--- src/rtl/rtc_alarm_scheduler.sv ---
// rtc_alarm_scheduler: four-slot RTC alarm table. Each slot holds a 17-bit
// tag that is compared against curr_time[31:15]; a rising match sets the
// slot's pending bit and a presentation FSM hands pending alarms to the
// consumer one at a time. Optional macro RTC_ALARM_RR_EN switches the
// pending-slot arbitration from fixed lowest-index to round-robin.
module rtc_alarm_scheduler (
  input  logic        clk,
  input  logic        reset,
  input  logic [31:0] curr_time,
  input  logic        add_req,
  input  logic [16:0] add_tag,
  output logic        add_ack,
  output logic        add_err,
  output logic [1:0]  add_slot,
  input  logic        del_req,
  input  logic [1:0]  del_slot,
  output logic        alarm_valid,
  output logic [1:0]  alarm_slot,
  input  logic        alarm_ack,
  output logic [31:0] alarm1,
  output logic [31:0] alarm2,
  output logic [31:0] alarm3,
  output logic [31:0] alarm4,
  output logic [7:0]  miss_cnt
);

  typedef enum logic [1:0] {IDLE = 2'd0, PRESENT = 2'd1, GAP = 2'd2} state_t;

  state_t      state_q;
  logic        alarm_valid_q;
  logic [1:0]  alarm_slot_q;
  logic [16:0] tag_q [4];
  logic [16:0] tag_d [4];
  logic [31:0] alarm_img_q [4];
  logic [3:0]  valid_q, valid_d, pend_q, pend_d, hist_q, hist_d;
  logic [7:0]  miss_q, miss_d;
  logic        add_ack_q, add_ack_d, add_err_q, add_err_d;
  logic [1:0]  add_slot_q, add_slot_d;
  logic [16:0] cur_tag_s;
  logic        unused_time_s;
  logic [3:0]  del_mask_s, clr_mask_s, edge_s, dup_s;
  logic        del_hit_s, ack_fire_s;
  logic        dup_hit_s, free_hit_s;
  logic [1:0]  dup_idx_s, free_idx_s;
  logic [2:0]  miss_inc_s;
  logic [8:0]  miss_sum_s;
  logic        sel_found_s;
  logic [1:0]  sel_idx_s, sel_base_s, sel_try_s;
`ifdef RTC_ALARM_RR_EN
  logic [1:0]  rr_ptr_q;
`endif

  // Low time bits are below the match granularity.
  assign cur_tag_s     = curr_time[31:15];
  assign unused_time_s = ^curr_time[14:0];

  // Deleting the presented slot aborts the presentation; it outranks an ack.
  assign del_hit_s  = (state_q == PRESENT) && del_req && (del_slot == alarm_slot_q);
  assign ack_fire_s = (state_q == PRESENT) && alarm_ack && !del_hit_s;

  // Slot table next state: match edges, delete/ack clears, then add allocation.
  always_comb begin
    del_mask_s = 4'b0000;
    edge_s     = 4'b0000;
    dup_s      = 4'b0000;
    miss_inc_s = 3'd0;
    dup_hit_s  = 1'b0;
    dup_idx_s  = 2'd0;
    free_hit_s = 1'b0;
    free_idx_s = 2'd0;
    add_ack_d  = 1'b0;
    add_err_d  = 1'b0;
    add_slot_d = add_slot_q;
    hist_d     = 4'b0000;
    for (int i = 0; i < 4; i++) begin
      tag_d[i] = tag_q[i];
    end
    if (del_req) begin
      del_mask_s[del_slot] = 1'b1;
    end else begin
      del_mask_s = 4'b0000;
    end
    clr_mask_s = del_mask_s;
    if (ack_fire_s) begin
      clr_mask_s[alarm_slot_q] = 1'b1;
    end else begin
      clr_mask_s = del_mask_s;
    end
    for (int i = 0; i < 4; i++) begin
      edge_s[i] = valid_q[i] && (tag_q[i] == cur_tag_s) && !hist_q[i];
      // A slot being deleted this cycle no longer answers duplicates.
      dup_s[i]  = valid_q[i] && !del_mask_s[i] && (tag_q[i] == add_tag);
      if (edge_s[i] && pend_q[i]) begin
        miss_inc_s = miss_inc_s + 3'd1;
      end else begin
        miss_inc_s = miss_inc_s;
      end
    end
    // Scan downwards so the lowest index is the last one written.
    for (int i = 3; i >= 0; i--) begin
      if (dup_s[i]) begin
        dup_hit_s = 1'b1;
        dup_idx_s = 2'(i);
      end else begin
        dup_hit_s = dup_hit_s;
      end
      // Free-ness uses the pre-delete view so a deleting slot stays occupied.
      if (!valid_q[i]) begin
        free_hit_s = 1'b1;
        free_idx_s = 2'(i);
      end else begin
        free_hit_s = free_hit_s;
      end
    end
    pend_d  = (pend_q | edge_s) & ~clr_mask_s;
    valid_d = valid_q & ~clr_mask_s;
    for (int i = 0; i < 4; i++) begin
      if (clr_mask_s[i]) begin
        tag_d[i] = 17'd0;
      end else begin
        tag_d[i] = tag_q[i];
      end
    end
    if (add_req) begin
      if (dup_hit_s) begin
        add_ack_d  = 1'b1;
        add_slot_d = dup_idx_s;
      end else if (free_hit_s) begin
        add_ack_d             = 1'b1;
        add_slot_d            = free_idx_s;
        valid_d[free_idx_s]   = 1'b1;
        pend_d[free_idx_s]    = 1'b0;
        tag_d[free_idx_s]     = add_tag;
      end else begin
        add_err_d = 1'b1;
      end
    end else begin
      add_ack_d = 1'b0;
    end
    // History follows the next tag, so a tag already matching at add time
    // must see a non-match before it can fire.
    for (int i = 0; i < 4; i++) begin
      hist_d[i] = (tag_d[i] == cur_tag_s);
    end
    miss_sum_s = {1'b0, miss_q} + {6'd0, miss_inc_s};
    miss_d     = miss_sum_s[8] ? 8'hFF : miss_sum_s[7:0];
  end

  // Pick the next pending slot, skipping one being deleted this cycle.
  always_comb begin
`ifdef RTC_ALARM_RR_EN
    sel_base_s = rr_ptr_q;
`else
    sel_base_s = 2'd0;
`endif
    sel_found_s = 1'b0;
    sel_idx_s   = 2'd0;
    sel_try_s   = 2'd0;
    for (int k = 0; k < 4; k++) begin
      sel_try_s = sel_base_s + 2'(k);
      if (!sel_found_s && pend_q[sel_try_s] && !del_mask_s[sel_try_s]) begin
        sel_found_s = 1'b1;
        sel_idx_s   = sel_try_s;
      end else begin
        sel_found_s = sel_found_s;
      end
    end
  end

  // Slot table, add response and miss counter registers.
  always_ff @(posedge clk) begin
    if (reset) begin
      valid_q    <= 4'b0000;
      pend_q     <= 4'b0000;
      hist_q     <= 4'b0000;
      miss_q     <= 8'd0;
      add_ack_q  <= 1'b0;
      add_err_q  <= 1'b0;
      add_slot_q <= 2'd0;
      for (int i = 0; i < 4; i++) begin
        tag_q[i]       <= 17'd0;
        alarm_img_q[i] <= 32'd0;
      end
    end else begin
      valid_q    <= valid_d;
      pend_q     <= pend_d;
      hist_q     <= hist_d;
      miss_q     <= miss_d;
      add_ack_q  <= add_ack_d;
      add_err_q  <= add_err_d;
      add_slot_q <= add_slot_d;
      for (int i = 0; i < 4; i++) begin
        tag_q[i]       <= tag_d[i];
        alarm_img_q[i] <= {tag_d[i], valid_d[i], 14'd0};
      end
    end
  end

  // Presentation FSM with registered alarm_valid / alarm_slot.
  always_ff @(posedge clk) begin
    if (reset) begin
      state_q       <= IDLE;
      alarm_valid_q <= 1'b0;
      alarm_slot_q  <= 2'd0;
`ifdef RTC_ALARM_RR_EN
      rr_ptr_q      <= 2'd0;
`endif
    end else begin
      case (state_q)
        IDLE: begin
          if (sel_found_s) begin
            state_q       <= PRESENT;
            alarm_valid_q <= 1'b1;
            alarm_slot_q  <= sel_idx_s;
`ifdef RTC_ALARM_RR_EN
            rr_ptr_q      <= sel_idx_s + 2'd1;
`endif
          end else begin
            alarm_valid_q <= 1'b0;
          end
        end
        PRESENT: begin
          if (del_hit_s) begin
            state_q       <= IDLE;
            alarm_valid_q <= 1'b0;
          end else if (alarm_ack) begin
            state_q       <= GAP;
            alarm_valid_q <= 1'b0;
          end else begin
            alarm_valid_q <= 1'b1;
          end
        end
        GAP: begin
          state_q       <= IDLE;
          alarm_valid_q <= 1'b0;
        end
        default: begin
          state_q       <= IDLE;
          alarm_valid_q <= 1'b0;
        end
      endcase
    end
  end

  assign add_ack     = add_ack_q;
  assign add_err     = add_err_q;
  assign add_slot    = add_slot_q;
  assign alarm_valid = alarm_valid_q;
  assign alarm_slot  = alarm_slot_q;
  assign alarm1      = alarm_img_q[0];
  assign alarm2      = alarm_img_q[1];
  assign alarm3      = alarm_img_q[2];
  assign alarm4      = alarm_img_q[3];
  assign miss_cnt    = miss_q;

endmodule

--- config.mk ---
export PLATFORM = sky130hd
export DESIGN_NAME = rtc_alarm_scheduler
export DESIGN_NICKNAME = d
export VERILOG_FILES = /design/src/rtl/rtc_alarm_scheduler.sv
export SDC_FILE = /design/constraint.sdc
export NUM_CORES = 1
export LEC_CHECK = 0
export BUFFER_PORTS_ARGS = -buffer_cell sky130_fd_sc_hd__buf_2
export CAP_MARGIN = 0
export CORE_AREA = 2 2 123 125
export CTS_CLUSTER_DIAMETER = 60
export DETAILED_ROUTE_END_ITERATION = 8
export DIE_AREA = 0 0 125 127
export GPL_TIMING_DRIVEN = 0
export HOLD_SLACK_MARGIN = 0.03
export PLACE_DENSITY = 0.89
export SKIP_LAST_GASP = 1
export SYNTH_ARGS = -nofsm -noshare
export SYNTH_HDL_FRONTEND = slang
export SYNTH_SLANG_ARGS = --single-unit
--- constraint.sdc ---
create_clock -name clk -period 5.5 [get_ports clk]
set_input_delay 0.275 -clock clk [delete_from_list [all_inputs] [get_ports clk]]
set_output_delay 0.275 -clock clk [all_outputs]
set_load 0.02 [all_outputs]
## After elaboration in Yosys (flattened, before gate mapping)

Memory sizes are Yosys's and may differ from the RTL's.
Index checks and enable logic that the tools add are counted.

- Add/sub/neg operators: 4
- Bitwise logic cells: 18
- Order comparisons: 8
- Reductions and logical operators: 54
- Mux-type cells: 76
- Equality and inequality tests: 16

Operators with widths:

| operator | count |
|---|---|
| $eq A17 B17 Y1 | 12 |
| $mux W68 | 3 |
| $mux W17 | 9 |
| $mux W18 | 4 |
| $bwmux W68 | 1 |
| $logic_and A1 B1 Y1 | 35 |
| $demux W17 S2 | 1 |
| $mux W4 | 8 |
| $mux W2 | 15 |
| $mux W1 | 26 |
| $and A4 B4 Y4 | 3 |
| $logic_not A1 Y1 | 12 |
| $or A4 B4 Y4 | 3 |
| $add A3 B1 Y3 const B | 3 |
| $add A8 B3 Y9 | 1 |
| $lt A2 B3 Y1 const B | 3 |
| $mux W3 | 3 |
| $mux W8 | 1 |
| $not A4 Y4 | 2 |
| $or A1 B1 Y1 | 8 |
| $demux W1 S2 | 3 |
| $ge A2 B1 Y1 const B | 3 |
| $reduce_and A2 Y1 | 3 |
| $pmux W2 S2 | 1 |
| 13 further kinds | 13 |

- Memories kept: 2
- Bits in registers: 29
- Input bits: 56
- RAM bits: 140
- Output and inout bits: 143
- Logic and storage cells: 188

Memory list:

| name | depth | bits a word | rd ports | clocked after Yosys merged registers in | wr ports | RTL line | text |
|---|---|---|---|---|---|---|---|
| alarm_img_q | 4 | 18 | 4 | 0 | 4 | 34 | `logic [31:0] alarm_img_q [4];` |
| tag_q | 4 | 17 | 4 | 0 | 4 | 32 | `logic [16:0] tag_q [4];` |

## Depth between registers and ports, before layout

Gate-level depths: netlist of the first run.

- Depth after elaboration: 22
- Mapped depth: 19
- Mapped depth without buffers: 18

## Least setup slack after synthesis of the first run

No wires, ideal clock.

- Kind: in2reg
- From: input curr_time[18]
- To: register miss_q[5] (netlist: miss_cnt[5])
- Arrival time: 3.790 ns
- Path buffers: 1
- Stages: 19
- Required time: 5.368 ns
- Setup time: 0.132 ns
- Path slack: 1.578 ns
- Cells stage by stage: clkbuf_1 > inv_1 > a22oi_1 > nand3_1 > nor4b_1 > nand3_1 > nor4_1 > and2_1 > inv_1 > ha_1 > xnor2_1 > ha_1 > mux2_2 > ha_1 > a21o_1 > a21oi_1 > nor2_1 > xnor2_1 > a21oi_1

- Longest elaborated chain between the ends: 13
- Elaborated cells on any way between the ends: 25
- Those cells by class: add/sub (4); eq/ne (4); mux (5); reduce/logical (12)

Ends and longest elaborated chain:

| item | RTL line | text |
|---|---|---|
| start: declaration | 9 | `input logic [31:0] curr_time,` |
| $eq A17 B17 Y1 | 90 | `edge_s[i] = valid_q[i] && (tag_q[i] == cur_tag_s) && !hist_q[i];` |
| $logic_and A1 B1 Y1 (2 in a row) | 90 |  |
| $logic_and A1 B1 Y1 | 93 | `if (edge_s[i] && pend_q[i]) begin` |
| $mux W1 | 93 |  |
| $add A3 B1 Y3 | 94 | `miss_inc_s = miss_inc_s + 3'd1;` |
| $mux W3 | 93 |  |
| $add A3 B1 Y3 | 94 |  |
| $mux W3 | 93 |  |
| $add A3 B1 Y3 | 94 |  |
| $mux W3 * | 93 |  |
| $add A8 B3 Y9 * | 145 | `miss_sum_s = {1'b0, miss_q} + {6'd0, miss_inc_s};` |
| $mux W8 * | 146 | `miss_d = miss_sum_s[8] ? 8'hFF : miss_sum_s[7:0];` |
| end signal: assignment | 188 | `miss_q <= miss_d;` |
| end: declaration | 36 | `logic [7:0] miss_q, miss_d;` |

Every way passes the cells marked *; elsewhere a longest branch is shown, timed or not.
A chain may end at the register's enable or synchronous reset.

## Worst setup path in the final report of the first run

- From: input curr_time[19]
- To: register miss_q[5] (netlist: miss_cnt[5])

Same word-level chain as after synthesis.

==> impl_metrics.csv, run 1 <==
group,metric,value,unit
setup_path,cp_max_fo,10,
synthesis,synth_cell_types,71,
clock_network,ctsHoldBuffers,0,
synthesis,yosysSeqAreaShare,0.248,
layout,final_util,0.630,
synthesis,ys_ff_latch,97,
layout,layout_commonest_cell,"xnor2_1",
clock_network,htree_levels,3,
layout,fin_cells,1408,
timing,rsz0062_at_grt,"false",
routing,drt-initial-drc-count,1118,
global_route,top_usage_layer,"met2",
timing,setup_ws,0.639,ns
timing,fmax,0.206,GHz
clock_network,insertion_delay,0.36,ns
global_route,grt_pass1_vias,7920,
timing,tightest_slew,1.04,ns
routing,wirelength,32.2,mm
timing,fin_crit_sh,0.884,
pwr,power_density,206,nW/um^2
global_route,antenna_found_initial,0,
timing,tns,0,ns
routing,viasPerCell,6.18,
setup_path,end_kind,"flip-flop",
routing,wl_per_cell,22.9,microns
setup_path,path_cells,"buf_2, buf_1, xnor2_1, nand4_1, or4_1, nor4_1, nand2_1, ha_1, xnor2_1, ha_1, mux2_2, ha_1, a21o_1, a21oi_1, nor2_1, xnor2_1, a21oi_1",
die,row_count,44,
clock_network,clkTransAtPathRegs,0.07,ns
routing,detail-route-antenna-nets,0,
synthesis,synth_warnings,0,
die,die-area,15900,sq um
routing,vias,8706,
pwr,ir_drop,0.135,mV
routing,drtPass1Iterations,8,
synthesis,synth_area_leaders,"dfxtp_1 25%, xnor2_1 13%, buf_4 5.6%",
die,coreArea,14400,sq um
pwr,leakagePower,0.00383,uW
global_route,met1_usage,0.509,
setup_path,setup.reg_to_reg.worst_slack,0.78,ns
die,io_pins,199,
run,cap_violations,0,
synthesis,syn_avg_cell_area,7.46,sq um
global_route,use_met3,0.110,
synthesis,synth_edf_count,0,
run_status,status,"finished clean",
layout,drive_above_1_share,0.162,
clock_network,cts_buffers,9,
layout,antenna_cells,0,
clock_network,clk_path_buf_depth,2,
setup_path,slowest_delay,0.67,ns
layout,fill_cells,1380,
place,place_congestion,1.07,
place,post-place-ws,0.430,ns
setup_path,required,5.71,ns
clock_network,root_buffer,"clkbuf_16",
timing,setup_viol,0,
worst_hold_path,worstHoldPathType,"in2reg",
layout,final_cell_mix,"119 x xnor2_1, 109 x buf_2, 104 x nor2_1",
setup_path,cp.arrival,5.07,ns
synthesis,syn_inst,1052,
layout,nets,1282,
place,post-dp-hpwl,23.9,mm
die,initial_core_util,0.544,
die,die_w,125,microns
synthesis,synth_top_area_frac,0.248,
global_route,use_met2,0.598,
timing,drv_slew,0,
routing,drc,0,
place,port_buffers,101,
place,dp_cells,1392,
clock_network,cts_tree,"yes",
layout,area_delta_synth_final,15.8,%
synthesis,syn_area,7850,sq um
global_route,grtUsageTotal,0.392,
synthesis,async_reset_ff_frac,0,
synthesis,ys.flop_type,"dfxtp_1",
setup_path,critPathKind,"in2reg",
timing,maxSlewHeadroom,0.310,
global_route,grt_pass1_wl,47.6,mm
clock_network,ctsResizeCount,0,
global_route,global_route.overflow_total,0,
timing,hold_violations,0,
die,die_y,127,microns
timing,period_minus_slack,4.86,ns
clock_network,cts.sinks,97,
clock_network,postCtsSetupRepairBufs,0,
setup_path,slowest_stage,"buf_1",
global_route,grt_start_max_net_pins,17,
setup_path,start_kind,"input pin",
timing,worst_clock_skew,0.00706,ns
synthesis,yosys.area.top_type,"dfxtp_1",
==> sequential cells by signal (all words and copies together), names as in the netlist <==
| register | cells |
|---|---|
| alarm_img_q | 35 |
| tag_q | 34 |
| miss_cnt | 8 |
| hist_q | 4 |
| pend_q | 4 |
| valid_q | 3 |
| add_slot | 2 |
| alarm_slot | 2 |
| state_q | 2 |
| add_ack | 1 |
| add_err | 1 |
| alarm_valid | 1 |
==> area by class of cell <==
type | instances | area, sq um | share of cell area
plain buffers | 129 | 719 | 0.0792
repair buffers | 101 | 505 | 0.0556
clock inverters | 6 | 67.6 | 0.00744
flip-flops and latches | 97 | 1940 | 0.214
well taps | 184 | 230 | 0.0253
multi-input cells | 845 | 5260 | 0.579
inverters | 36 | 135 | 0.0149
clock buffers | 10 | 229 | 0.0252
==> power breakdown <==
part	internal [uW]	leakage [uW]	total [uW]	switching [uW]
registers	718	0.000786	742	24.1
clock network	355	0.000139	668	313
logic	156	0.00291	466	309
==> metrics by stage <==
step           power (uW)  hold WS, ns  instance area (sq um)
2_1_floorplan        1070        0.372                   8050
3_3_place_gp         1200        0.471                   8790
3_5_place_dp         1200        0.478                   8790
4_1_cts              1850        0.190                   9080
5_1_grt              1930        0.212                   9080
6_report             1880        0.210                   9080
==> synthesized netlist by cell type, drive strengths merged, types with 3 or more instances <==
master,number
xnor2,119
nor2,105
dfxtp,97
nand2,95
a21oi,86
buf,75
clkbuf,54
xor2,48
nand4,41
nand3,39
inv,36
o21ai,22
mux2i,21
nor3,21
and2,19
nor4,19
nor2b,15
o2111ai,10
or4,10
o22ai,9
a22oi,7
a31oi,7
and3,7
a21o,6
ha,6
a211oi,5
nand4b,5
o221ai,5
a2111oi,4
mux2,4
nand3b,4
nor4b,4
o211ai,4
a2111o,3
a32oi,3
nand2b,3
o21a,3
o31a,3
o31ai,3
or4b,3
==> cells by family after synthesis <==
family / after synthesis / share of synthesized area
and+or+nand+nor: 400 / 0.259
AOI/OAI and AO/OA: 190 / 0.153
other: 1 / 0.000478
muxes: 25 / 0.0330
buffers and inverters: 165 / 0.109
xor gates and xnor gates: 167 / 0.186
adders and majority gates: 7 / 0.0121
DFF: 97 / 0.248
==> final timing paths <==
check             depth (start not counted)     endpoint           from
setup / recovery                         17  miss_cnt[5]  curr_time[19]
hold / removal                            2  add_slot[1]        add_req
setup reg to reg                         14  miss_cnt[5]     valid_q[1]
hold reg to reg                           2  add_slot[0]    add_slot[0]
==> critical path: cells and delay by family <==
| kind | cells | cell delay, ns |
|---|---|---|
| adders and majority gates | 3 | 0.93 |
| xor gates and xnor gates | 3 | 0.61 |
| AOI/OAI and AO/OA | 3 | 0.54 |
| muxes | 1 | 0.29 |
| buffers and inverters | 2 | 0.81 |
| and+or+nand+nor | 5 | 1.62 |
==> layer usage <==
metal,vias to the layer above,share of wire
li1,3888,-
met1,3995,0.38
met2,699,0.43
met3,124,0.13
met4,0,0.054
met5,-,0
No activity file was read; power rests on OpenSTA's default activity.
==> inputs of run 2 (changes only) <==
- CORE_AREA: 2 2 123 125 -> 2 2 144 146
- DIE_AREA: 0 0 125 127 -> 0 0 146 148
- PLACE_DENSITY: 0.89 -> 0.7
==> impl_metrics.csv, run 2 (synthesis gave the netlist of run 1 again) <==
group,metric,value,unit
global_route,antenna_found_initial,1,
setup_path,end_kind,"flip-flop",
routing,viasPerCell,5.74,
clock_network,ctsHoldBuffers,0,
routing,vias,8583,
setup_path,cp_max_fo,10,
setup_path,start_kind,"input pin",
timing,fmax,0.202,GHz
setup_path,slowest_delay,0.74,ns
pwr,leakagePower,0.00382,uW
place,place_congestion,1.01,
setup_path,critPathTopFamily,"simple AND/OR/NAND/NOR gates",
run_status,status,"finished clean",
clock_network,clk_path_buf_depth,2,
routing,drc,0,
layout,layout_commonest_cell,"xnor2_1",
pwr,ir_drop,0.166,mV
global_route,grtUsageTotal,0.316,
clock_network,cts_buffers,9,
die,io_pins,199,
layout,largest_reg_flops,35,
timing,period_minus_slack,4.94,ns
timing,rsz0062_at_grt,"false",
setup_path,required,5.71,ns
layout,max_flop_register,"alarm_img_q",
global_route,grt_pass1_wl,50.7,mm
place,port_buffers,101,
layout,nets,1282,
routing,drt-initial-drc-count,905,
timing,hold-worst-slack,0.223,ns
setup_path,critPathKind,"in2reg",
die,initial_core_util,0.391,
setup_path,cp.buffers_inverters,2,
timing,tightest_slew,1.17,ns
layout,final_cell_mix,"119 x xnor2_1, 109 x buf_2, 104 x nor2_1",
timing,fin_crit_sh,0.898,
global_route,global_route.overflow_total,0,
layout,drive_above_1_share,0.162,
clock_network,insertion_delay,0.37,ns
die,coreArea,20000,sq um
clock_network,htree_levels,3,
timing,hold_violations,0,
clock_network,clkTransAtPathRegs,0.07,ns
routing,wl_per_cell,23.5,microns
clock_network,root_buffer,"clkbuf_16",
die,die_w,146,microns
clock_network,cts.sinks,97,
setup_path,slowest_stage,"buf_1",
clock_network,postCtsSetupRepairBufs,0,
global_route,grt_start_max_net_pins,17,
run,cap_violations,0,
setup_path,path_cells,"buf_2, buf_1, xnor2_1, nand4_1, or4_1, nor4_1, nand2_1, ha_1, xnor2_1, ha_1, mux2_2, ha_1, a21o_1, a21oi_1, nor2_1, xnor2_1, a21oi_1",
place,post-dp-hpwl,26.5,mm
timing,drv_slew,0,
die,die-area,21600,sq um
routing,drtPass1Iterations,6,
timing,setup_viol,0,
routing,wirelength,35.2,mm
setup_path,cp.arrival,5.15,ns
clock_network,ctsResizeCount,0,
layout,area_delta_synth_final,16.9,%
worst_hold_path,hold_depth,2,
global_route,grt_pass1_vias,8008,
pwr,power_density,200,nW/um^2
timing,maxSlewHeadroom,0.223,
clock_network,cts_tree,"yes",
routing,detail-route-antenna-nets,0,
worst_hold_path,worstHoldPathType,"in2reg",
setup_path,crit_cells,17,
die,row_count,52,
die,die_y,148,microns
setup_path,rr_worst_depth,14,
timing,worst_clock_skew,0.0118,ns
timing,tns,0,ns
run 2: changes by cell type in the layout (fill, tap and decap cells not counted), sizes merged:
cell / delta
bufinv: -1
clkinv: +1
clkinvlp: +1
diode: +1
inv: -1
run 2: stage by stage:
| step | instances | total power, uW | worst slack, ns | area (sq um) | util |
|---|---|---|---|---|---|
| 6_report | 1495 | 1830 | 0.562 | 9170 | 0.458 |
| 5_1_grt | 1494 | 1890 | 0.379 | 9170 | 0.458 |
| 4_1_cts | 1494 | 1820 | 0.730 | 9170 | 0.458 |
| 3_5_place_dp | 1478 | 1220 | 0.363 | 8890 | 0.444 |
| 3_3_place_gp | 1478 | 1220 | 0.379 | 8890 | 0.444 |
| 2_1_floorplan | 1107 | 1070 | 1.58 | 8050 | - |
run 2: cell type report:
cell class	instances	area, sq um
flip-flops and latches	97	1940
multi-input cells	845	5260
well taps	270	338
clock buffers	10	229
clock inverters	6	45.0
repair buffers	101	505
plain buffers	129	719
inverters	36	135
fillers	2105	10900
diodes	1	2.50
run 2: where the power goes:
part           internal (uW)  total, uW  leakage [uW]  switching, uW
Clock                    308        618      0.000125            310
Sequential               718        742      0.000786           24.4
Combinational            156        473       0.00291            317
run 2: worst paths after layout:
check           startpoint          end  slack (ns)
max          curr_time[19]  miss_cnt[5]        0.56
min                add_req  add_slot[1]        0.22
max reg2reg     valid_q[1]  miss_cnt[5]        0.81
min reg2reg    add_slot[0]  add_slot[0]        0.49
run 2: metal layers:
metal  track usage  up-vias  routed length, microns
met5             0        -                       0
met4         0.155        0                    1600
met3        0.0701      109                    3720
met2         0.496      553                   15600
met1         0.412     4025                   14300
li1              -     3896                       -
